`src/rtl/mci_multi_dom_rst_seqr_if.sv`:
```
// Handshake bundle between the MCI reset sequencer and its reset domains.
// The slave side is the sequencer; the master side drives the domain-facing inputs.
interface mci_multi_dom_rst_seqr_if #(
  parameter int unsigned NUM_DOM = 4
);
  logic               scan_mode;
  logic               seq_go_i;
  logic [NUM_DOM-1:0] dom_go_i;
  logic [NUM_DOM-1:0] dom_rst_req_i;
  logic [NUM_DOM-1:0] dom_halt_ack_i;
  logic [NUM_DOM-1:0] dom_halt_status_i;
  logic [NUM_DOM-1:0] dom_rel_ok_i;
  logic [NUM_DOM-1:0] dom_rst_b_o;
  logic [NUM_DOM-1:0] dom_halt_req_o;
  logic [NUM_DOM-1:0] dom_rdc_clk_dis_o;
  logic [NUM_DOM-1:0] dom_reset_once_o;
  logic [NUM_DOM-1:0] dom_halt_tmo_o;
  logic               boot_done_o;
  logic               busy_o;

  modport master (
    output scan_mode, seq_go_i, dom_go_i, dom_rst_req_i, dom_halt_ack_i,
           dom_halt_status_i, dom_rel_ok_i,
    input  dom_rst_b_o, dom_halt_req_o, dom_rdc_clk_dis_o, dom_reset_once_o,
           dom_halt_tmo_o, boot_done_o, busy_o
  );

  modport slave (
    input  scan_mode, seq_go_i, dom_go_i, dom_rst_req_i, dom_halt_ack_i,
           dom_halt_status_i, dom_rel_ok_i,
    output dom_rst_b_o, dom_halt_req_o, dom_rdc_clk_dis_o, dom_reset_once_o,
           dom_halt_tmo_o, boot_done_o, busy_o
  );
endinterface

```
`src/rtl/mci_multi_dom_rst_seqr.sv`:
```
// N-domain reset/boot sequencer: ordered boot release, then one-at-a-time runtime domain resets
// with halt handshake, halt timeout, RDC clock-disable window and release gating.
module mci_multi_dom_rst_seqr #(
  parameter int unsigned NUM_DOM       = 4,
  parameter int unsigned MIN_RST_CNT_W = 4,
  parameter int unsigned HALT_TMO_W    = 8
) (
  input logic                     clk,
  input logic                     rst,
  mci_multi_dom_rst_seqr_if.slave bus
);
  localparam int unsigned IdxW = (NUM_DOM > 1) ? $clog2(NUM_DOM) : 1;

  localparam logic [2:0] StIdle     = 3'd0;
  localparam logic [2:0] StBootWait = 3'd1;
  localparam logic [2:0] StRun      = 3'd2;
  localparam logic [2:0] StHaltReq  = 3'd3;
  localparam logic [2:0] StHaltWait = 3'd4;
  localparam logic [2:0] StRstHold  = 3'd5;

  logic [2:0]               state_q, state_d;
  logic [IdxW-1:0]          idx_q, idx_d, low_idx;
  logic [MIN_RST_CNT_W-1:0] cnt_q;
  logic [HALT_TMO_W-1:0]    tcnt_q;
  logic [NUM_DOM-1:0]       pending_q, rst_b_q, halt_req_q, once_q, tmo_q, pend_clr;
  logic                     boot_done_q;
  logic                     elapsed, tmo_hit, boot_rel, halt_entry, hold_entry, hold_exit;
  logic                     cnt_clr, in_halt;

  assign elapsed = (cnt_q == '1);
  assign in_halt = (state_q == StHaltReq) || (state_q == StHaltWait);
  assign tmo_hit = in_halt && (tcnt_q == '1);

  // Lowest pending domain wins arbitration.
  always_comb begin
    low_idx = '0;
    for (int i = int'(NUM_DOM) - 1; i >= 0; i--) begin
      if (pending_q[i]) low_idx = IdxW'(i);
    end
  end

  always_comb begin
    state_d = state_q;
    idx_d   = idx_q;
    case (state_q)
      StIdle: begin
        if (bus.seq_go_i) begin
          state_d = StBootWait;
          idx_d   = '0;
        end
      end
      StBootWait: begin
        if (elapsed && bus.dom_go_i[idx_q]) begin
          if (idx_q == IdxW'(NUM_DOM - 1)) state_d = StRun;
          else                             idx_d   = idx_q + IdxW'(1);
        end
      end
      StRun: begin
        if (|pending_q) begin
          state_d = StHaltReq;
          idx_d   = low_idx;
        end
      end
      StHaltReq: begin
        if (tmo_hit)                           state_d = StRstHold;
        else if (bus.dom_halt_ack_i[idx_q])    state_d = StHaltWait;
      end
      StHaltWait: begin
        if (tmo_hit || bus.dom_halt_status_i[idx_q]) state_d = StRstHold;
      end
      StRstHold: begin
        if (elapsed && bus.dom_rel_ok_i[idx_q]) state_d = StRun;
      end
      default: begin
        state_d = StIdle;
        idx_d   = '0;
      end
    endcase
  end

  assign boot_rel   = (state_q == StBootWait) && elapsed && bus.dom_go_i[idx_q];
  assign halt_entry = (state_q == StRun) && (state_d == StHaltReq);
  assign hold_entry = (state_q != StRstHold) && (state_d == StRstHold);
  assign hold_exit  = (state_q == StRstHold) && (state_d == StRun);
  assign cnt_clr    = ((state_q == StIdle) && (state_d == StBootWait)) || boot_rel || hold_entry;
  assign pend_clr   = halt_entry ? (NUM_DOM'(1) << idx_d) : '0;

  always_ff @(posedge clk or posedge rst) begin
    if (rst) begin
      state_q     <= StIdle;
      idx_q       <= '0;
      cnt_q       <= '0;
      tcnt_q      <= '0;
      pending_q   <= '0;
      rst_b_q     <= '0;
      halt_req_q  <= '0;
      once_q      <= '0;
      tmo_q       <= '0;
      boot_done_q <= 1'b0;
    end else begin
      state_q <= state_d;
      idx_q   <= idx_d;
      // A new request on the same edge as the clear keeps the domain pending.
      pending_q <= (pending_q & ~pend_clr) |
                   ((state_q != StIdle) ? bus.dom_rst_req_i : '0);
      if (cnt_clr) begin
        cnt_q <= '0;
      end else if (((state_q == StBootWait) || (state_q == StRstHold)) && !elapsed) begin
        cnt_q <= cnt_q + MIN_RST_CNT_W'(1);
      end
      if (halt_entry) begin
        tcnt_q <= '0;
      end else if (in_halt && !tmo_hit) begin
        tcnt_q <= tcnt_q + HALT_TMO_W'(1);
      end
      if (boot_rel) begin
        rst_b_q[idx_q] <= 1'b1;
        if (state_d == StRun) boot_done_q <= 1'b1;
      end
      if (halt_entry) halt_req_q[idx_d] <= 1'b1;
      if ((state_q == StHaltReq) && (state_d != StHaltReq)) halt_req_q[idx_q] <= 1'b0;
      if (tmo_hit) tmo_q[idx_q] <= 1'b1;
      if (hold_entry) begin
        rst_b_q[idx_q] <= 1'b0;
        once_q[idx_q]  <= 1'b1;
      end
      if (hold_exit) rst_b_q[idx_q] <= 1'b1;
    end
  end

  assign bus.dom_rst_b_o       = bus.scan_mode ? {NUM_DOM{~rst}} : rst_b_q;
  assign bus.dom_halt_req_o    = halt_req_q;
  assign bus.dom_rdc_clk_dis_o = ((state_q == StRstHold) || (state_d == StRstHold)) ?
                                 (NUM_DOM'(1) << idx_q) : '0;
  assign bus.dom_reset_once_o  = once_q;
  assign bus.dom_halt_tmo_o    = tmo_q;
  assign bus.boot_done_o       = boot_done_q;
  assign bus.busy_o            = (state_q != StIdle) && (state_q != StRun);

  state_legal: assert property (@(posedge clk) disable iff (rst) state_q <= StRstHold);
endmodule

```
`src/flat_wrapper.sv`:
```
// flat-port wrapper written by rule: the top's interface ports become plain ports
module mci_multi_dom_rst_seqr_flat 
#(
  parameter int unsigned NUM_DOM       = 4,
  parameter int unsigned MIN_RST_CNT_W = 4,
  parameter int unsigned HALT_TMO_W    = 8
)
  (clk, rst, bus_scan_mode, bus_seq_go_i, bus_dom_go_i, bus_dom_rst_req_i, bus_dom_halt_ack_i, bus_dom_halt_status_i, bus_dom_rel_ok_i, bus_dom_rst_b_o, bus_dom_halt_req_o, bus_dom_rdc_clk_dis_o, bus_dom_reset_once_o, bus_dom_halt_tmo_o, bus_boot_done_o, bus_busy_o);
  mci_multi_dom_rst_seqr_if #(.NUM_DOM(NUM_DOM)) bus_i ();
  input logic clk;
  input logic rst;
  input wire logic [$bits(bus_i.scan_mode)-1:0] bus_scan_mode;
  input wire logic [$bits(bus_i.seq_go_i)-1:0] bus_seq_go_i;
  input wire logic [$bits(bus_i.dom_go_i)-1:0] bus_dom_go_i;
  input wire logic [$bits(bus_i.dom_rst_req_i)-1:0] bus_dom_rst_req_i;
  input wire logic [$bits(bus_i.dom_halt_ack_i)-1:0] bus_dom_halt_ack_i;
  input wire logic [$bits(bus_i.dom_halt_status_i)-1:0] bus_dom_halt_status_i;
  input wire logic [$bits(bus_i.dom_rel_ok_i)-1:0] bus_dom_rel_ok_i;
  output wire logic [$bits(bus_i.dom_rst_b_o)-1:0] bus_dom_rst_b_o;
  output wire logic [$bits(bus_i.dom_halt_req_o)-1:0] bus_dom_halt_req_o;
  output wire logic [$bits(bus_i.dom_rdc_clk_dis_o)-1:0] bus_dom_rdc_clk_dis_o;
  output wire logic [$bits(bus_i.dom_reset_once_o)-1:0] bus_dom_reset_once_o;
  output wire logic [$bits(bus_i.dom_halt_tmo_o)-1:0] bus_dom_halt_tmo_o;
  output wire logic [$bits(bus_i.boot_done_o)-1:0] bus_boot_done_o;
  output wire logic [$bits(bus_i.busy_o)-1:0] bus_busy_o;
  assign bus_i.scan_mode = bus_scan_mode;
  assign bus_i.seq_go_i = bus_seq_go_i;
  assign bus_i.dom_go_i = bus_dom_go_i;
  assign bus_i.dom_rst_req_i = bus_dom_rst_req_i;
  assign bus_i.dom_halt_ack_i = bus_dom_halt_ack_i;
  assign bus_i.dom_halt_status_i = bus_dom_halt_status_i;
  assign bus_i.dom_rel_ok_i = bus_dom_rel_ok_i;
  assign bus_dom_rst_b_o = bus_i.dom_rst_b_o;
  assign bus_dom_halt_req_o = bus_i.dom_halt_req_o;
  assign bus_dom_rdc_clk_dis_o = bus_i.dom_rdc_clk_dis_o;
  assign bus_dom_reset_once_o = bus_i.dom_reset_once_o;
  assign bus_dom_halt_tmo_o = bus_i.dom_halt_tmo_o;
  assign bus_boot_done_o = bus_i.boot_done_o;
  assign bus_busy_o = bus_i.busy_o;
  mci_multi_dom_rst_seqr #(.NUM_DOM(NUM_DOM), .MIN_RST_CNT_W(MIN_RST_CNT_W), .HALT_TMO_W(HALT_TMO_W)) u_core (.clk(clk), .rst(rst), .bus(bus_i));
endmodule
```
`config.mk`:
```
export PLATFORM = sky130hd
export DESIGN_NAME = mci_multi_dom_rst_seqr_flat
export DESIGN_NICKNAME = d
export VERILOG_FILES = /design/src/rtl/mci_multi_dom_rst_seqr_if.sv /design/src/rtl/mci_multi_dom_rst_seqr.sv /design/src/flat_wrapper.sv
export SDC_FILE = /design/constraint.sdc
export NUM_CORES = 1
export LEC_CHECK = 0
export ABC_AREA = 1
export BUFFER_PORTS_ARGS = -buffer_cell sky130_fd_sc_hd__buf_2
export CAP_MARGIN = 20
export CELL_PAD_IN_SITES_DETAIL_PLACEMENT = 1
export CELL_PAD_IN_SITES_GLOBAL_PLACEMENT = 2
export CORE_ASPECT_RATIO = 0.8
export CORE_MARGIN = 2
export CORE_UTILIZATION = 31
export DETAILED_ROUTE_END_ITERATION = 10
export PLACE_DENSITY_LB_ADDON = 0.25
export SLEW_MARGIN = 20
export SYNTH_ARGS = -nofsm -noshare
export SYNTH_HDL_FRONTEND = slang
export SYNTH_SLANG_ARGS = --single-unit
```
`constraint.sdc`:
```
create_clock -name clk -period 2.15 [get_ports clk]
set_clock_uncertainty 0.15 [all_clocks]
set_input_delay 0.1075 -clock clk [delete_from_list [all_inputs] [get_ports clk]]
set_output_delay 0.1075 -clock clk [all_outputs]
set_load 0.05 [all_outputs]
```
==> flow_summary.json <==
{
  "outcome": "finished, violations left",
  "violations": "negative setup slack",
  "critPathKind": "flip-flop to primary output",
  "clockBufferDepth": 2,
  "cts_sinks": 38,
  "core-area_um2": 7320,
  "m1WireLength_um": 4060,
  "die-area_um2": 8180,
  "clock_latency_ns": 0.30,
  "wl_met2_um": 3210,
  "timing.fmax_ghz": 0.435,
  "ys_ff_latch": 38,
  "grtUsageTotal": 0.192,
  "crit_chain": "buf_6 -> nand2_2 -> nand2_1 -> nand2_1 -> nand2_2 -> nand2_2 -> nand2_2 -> nand2_2 -> nor2_2 -> nor2_2 -> nand2_1 -> nand2_1 -> inv_2 -> nor2_2 -> buf_6",
  "antenna_cells": 0,
  "cp_slowest_cell": "dfrtp_2",
  "htreeDepth": 2,
  "drtIter0Drc": 96,
  "slew_headroom": 0.665,
  "fin_cells": 498,
  "critPathTopFamily": "simple AND/OR/NAND/NOR gates",
  "max_stage_delay_ns": 0.46,
  "clockRootBuffer": "clkbuf_8",
  "drive_gt1_frac": 0.402,
  "routed.top_layer": "met4",
  "grt_max_degree": 39,
  "irDropWorstVdd_v": 0.000306,
  "finalWorstPathRequiredPeriod_ns": 2.30,
  "numCtsBuffers": 5,
  "fin_crit_sh": 1.07,
  "die_w_um": 101,
  "wirelength_um": 7530,
  "slew_violations": 0,
  "setup_ws_ns": -0.147,
  "cp-start-kind": "flip-flop",
  "vias_per_cell": 4.75,
  "synth_edf_count": 0,
  "tightest_slew_ns": 0.502,
  "ios": 46,
  "grt_pass1_vias": 2430,
  "antenna_found_initial": 0,
  "syn-num-nets": 336,
  "crit_arrival_ns": 2.04,
  "ys_types": 33,
  "hp-class": "input port to flip-flop",
  "seq_area_frac_synth": 0.411,
  "ys.flop_type": "dfrtp_1",
  "rsz0062_at_grt": "true",
  "initial_core_util": 0.316,
  "hpwl_um": 5590,
  "overflow": 0,
  "firstDrtPassIters": 4,
  "ant_nets": 0,
  "endpoint_kind": "primary output",
  "maxCapViolations": 0,
  "setup_viol": 8,
  "num_vias": 2366,
  "wl_per_cell_um": 15.1,
  "gp_congestion": 0.794,
  "mappedNetlistArea_um2": 2310,
  "yosys-top-cells-area": "dfrtp_1 (41%), nand2_1 (17%), inv_1 (5.2%), nor2_1 (4.2%), nand3_1 (3.5%)",
  "fin_setup_tns_ns": -0.562,
  "port_buffers": 45,
  "avgSynthCellArea_um2": 7.47,
  "post-place-ws_ns": 0.0250,
  "leakage_nw": 1.77,
  "crit_fanout": 7,
  "critPathBufInv": 3,
  "synth_top_area_share": 0.411,
  "rows": 28,
  "yosysWarnings": 0,
  "power.density_nw_per_um2": 670,
  "synth_cells": 310,
  "clk_pin_slew_ns": 0.09,
  "worst_ep_required_time_ns": 1.89,
  "final_hold_viol_count": 0,
  "syn2layout_area_growth_pct": 41.8,
  "met3WireLength_um": 242,
  "fp.dieH_um": 81.3,
  "yosysTopAreaCell": "dfrtp_1",
  "drc": 0,
  "grt_pass1_wl_um": 12200,
  "dp_cells": 468,
  "async_reset_ff_frac": 1.00,
  "cts_tree": "done",
  "cp_common_cell": "nand2_2",
  "fin_nets": 433
}
[cell usage in the layout, fill, tap and decap left out, types with 6 or more instances in the layout]
master | Yosys | final
a21oi_1 | 9 | 9
buf_2 | 1 | 41
buf_4 | 1 | 40
buf_6 | 2 | 7
dfrtp_1 | 38 | 35
inv_1 | 32 | 29
inv_2 | 9 | 12
nand2_1 | 106 | 95
nand2_2 | 6 | 17
nand3_1 | 16 | 10
nand3_2 | 4 | 7
nand3_4 | 3 | 6
nand4_1 | 11 | 11
nor2_1 | 26 | 20
nor2_2 | 5 | 7
o21bai_1 | 9 | 9
[Yosys cell counts (3+ instances only)]
library cell / n
a21oi_1: 9
nand2_2: 6
inv_2: 9
nand4_1: 11
nand2_1: 106
nor2_1: 26
nand3_4: 3
nor3_1: 3
nor2_2: 5
dfrtp_1: 38
o21ai_0: 6
xor2_1: 4
inv_1: 32
o21bai_1: 9
nand3_2: 4
nand3_1: 16
[worst reg2reg max path, delay by kind of cell (launching register included)]
family                 cells  cell delay (ns)
buffers and inverters      5             0.60
AO/OA/AOI/OAI              2             0.37
flip-flops                 1             0.44
AND/OR/NAND/NOR            4             0.54
[per-stage QoR]
stage | area [µm²] | util | total power, mW | hold WS [ns]
final | 3280 | 0.448 | 2.20 | 0.0426
after global routing | 3280 | 0.448 | 2.35 | 0.0608
after CTS | 3200 | 0.437 | 2.17 | 0.0930
after detailed placement | 2820 | 0.385 | 1.43 | 0.166
after global placement | 2820 | 0.385 | 1.42 | 0.158
after floorplan | 2310 | - | 1.21 | 0.0741
[cell type report]
type | instances | area [µm²]
clock buffers | 5 | 68.8
clock inverters | 3 | 45.0
fillers | 936 | 4040
inverters | 42 | 159
multi-input cells | 226 | 1300
flip-flops and latches | 38 | 955
well taps | 90 | 113
repair buffers | 93 | 634
repair inverters | 1 | 7.51
[metal layers]
metal | track usage | vias to the layer above
met5 | 0 | -
met4 | 0.0205 | 0
met3 | 0.0396 | 3
met2 | 0.288 | 42
met1 | 0.291 | 1142
li1 | - | 1179
[final timing paths]
| kind | slack (ns) | endpoint | startpoint | cells after the start |
|---|---|---|---|---|
| setup / recovery | -0.15 | bus_dom_rdc_clk_dis_o[3] | u_core.idx_q[0]$_DFF_PP0_ | 15 |
| hold / removal | 0.04 | u_core.cnt_q[3]$_DFFE_PP0P_ | bus_seq_go_i | 4 |
| setup reg to reg | -0.03 | u_core.bus.dom_halt_req_o[0]$_DFF_PP0_ | u_core.idx_q[0]$_DFF_PP0_ | 11 |
| hold reg to reg | 0.33 | u_core.bus.boot_done_o$_DFFE_PP0P_ | u_core.bus.boot_done_o$_DFFE_PP0P_ | 2 |
| max in group asynchronous | 1.03 | u_core.state_q[0]$_DFF_PP0_ | rst | 4 |
| min in group asynchronous | 0.44 | u_core.cnt_q[3]$_DFFE_PP0P_ | rst | 4 |
[timing repair]
action | in CTS | in global routing
gates cloned | 1 | 0
endpoints found under the setup margin | 4 | 18
gates resized for setup | 39 | 13
pin swaps | 7 | 18
hold buffers | 5 | 0
setup buffers | 10 | 6
hold endpoints to repair | 42 | 0
[logic make-up (layout without fill, tap and decap cells)]
family	Yosys count	after routing	share of synthesized area
compound gates	30	30	0.0800
xor+xnor	5	5	0.0189
simple gates	189	189	0.396
fa+ha+maj	2	2	0.0108
buf+inv	46	144	0.0838
flops	38	38	0.411
[power breakdown]
part	internal, mW	leakage [nW]	total [mW]	switching [mW]
logic	0.286	1.24	0.716	0.430
clock network	0.346	0.0504	0.647	0.301
registers	0.776	0.478	0.838	0.0619
total	1.41	1.77	2.20	0.793
Power figures use the tool's default switching activity.
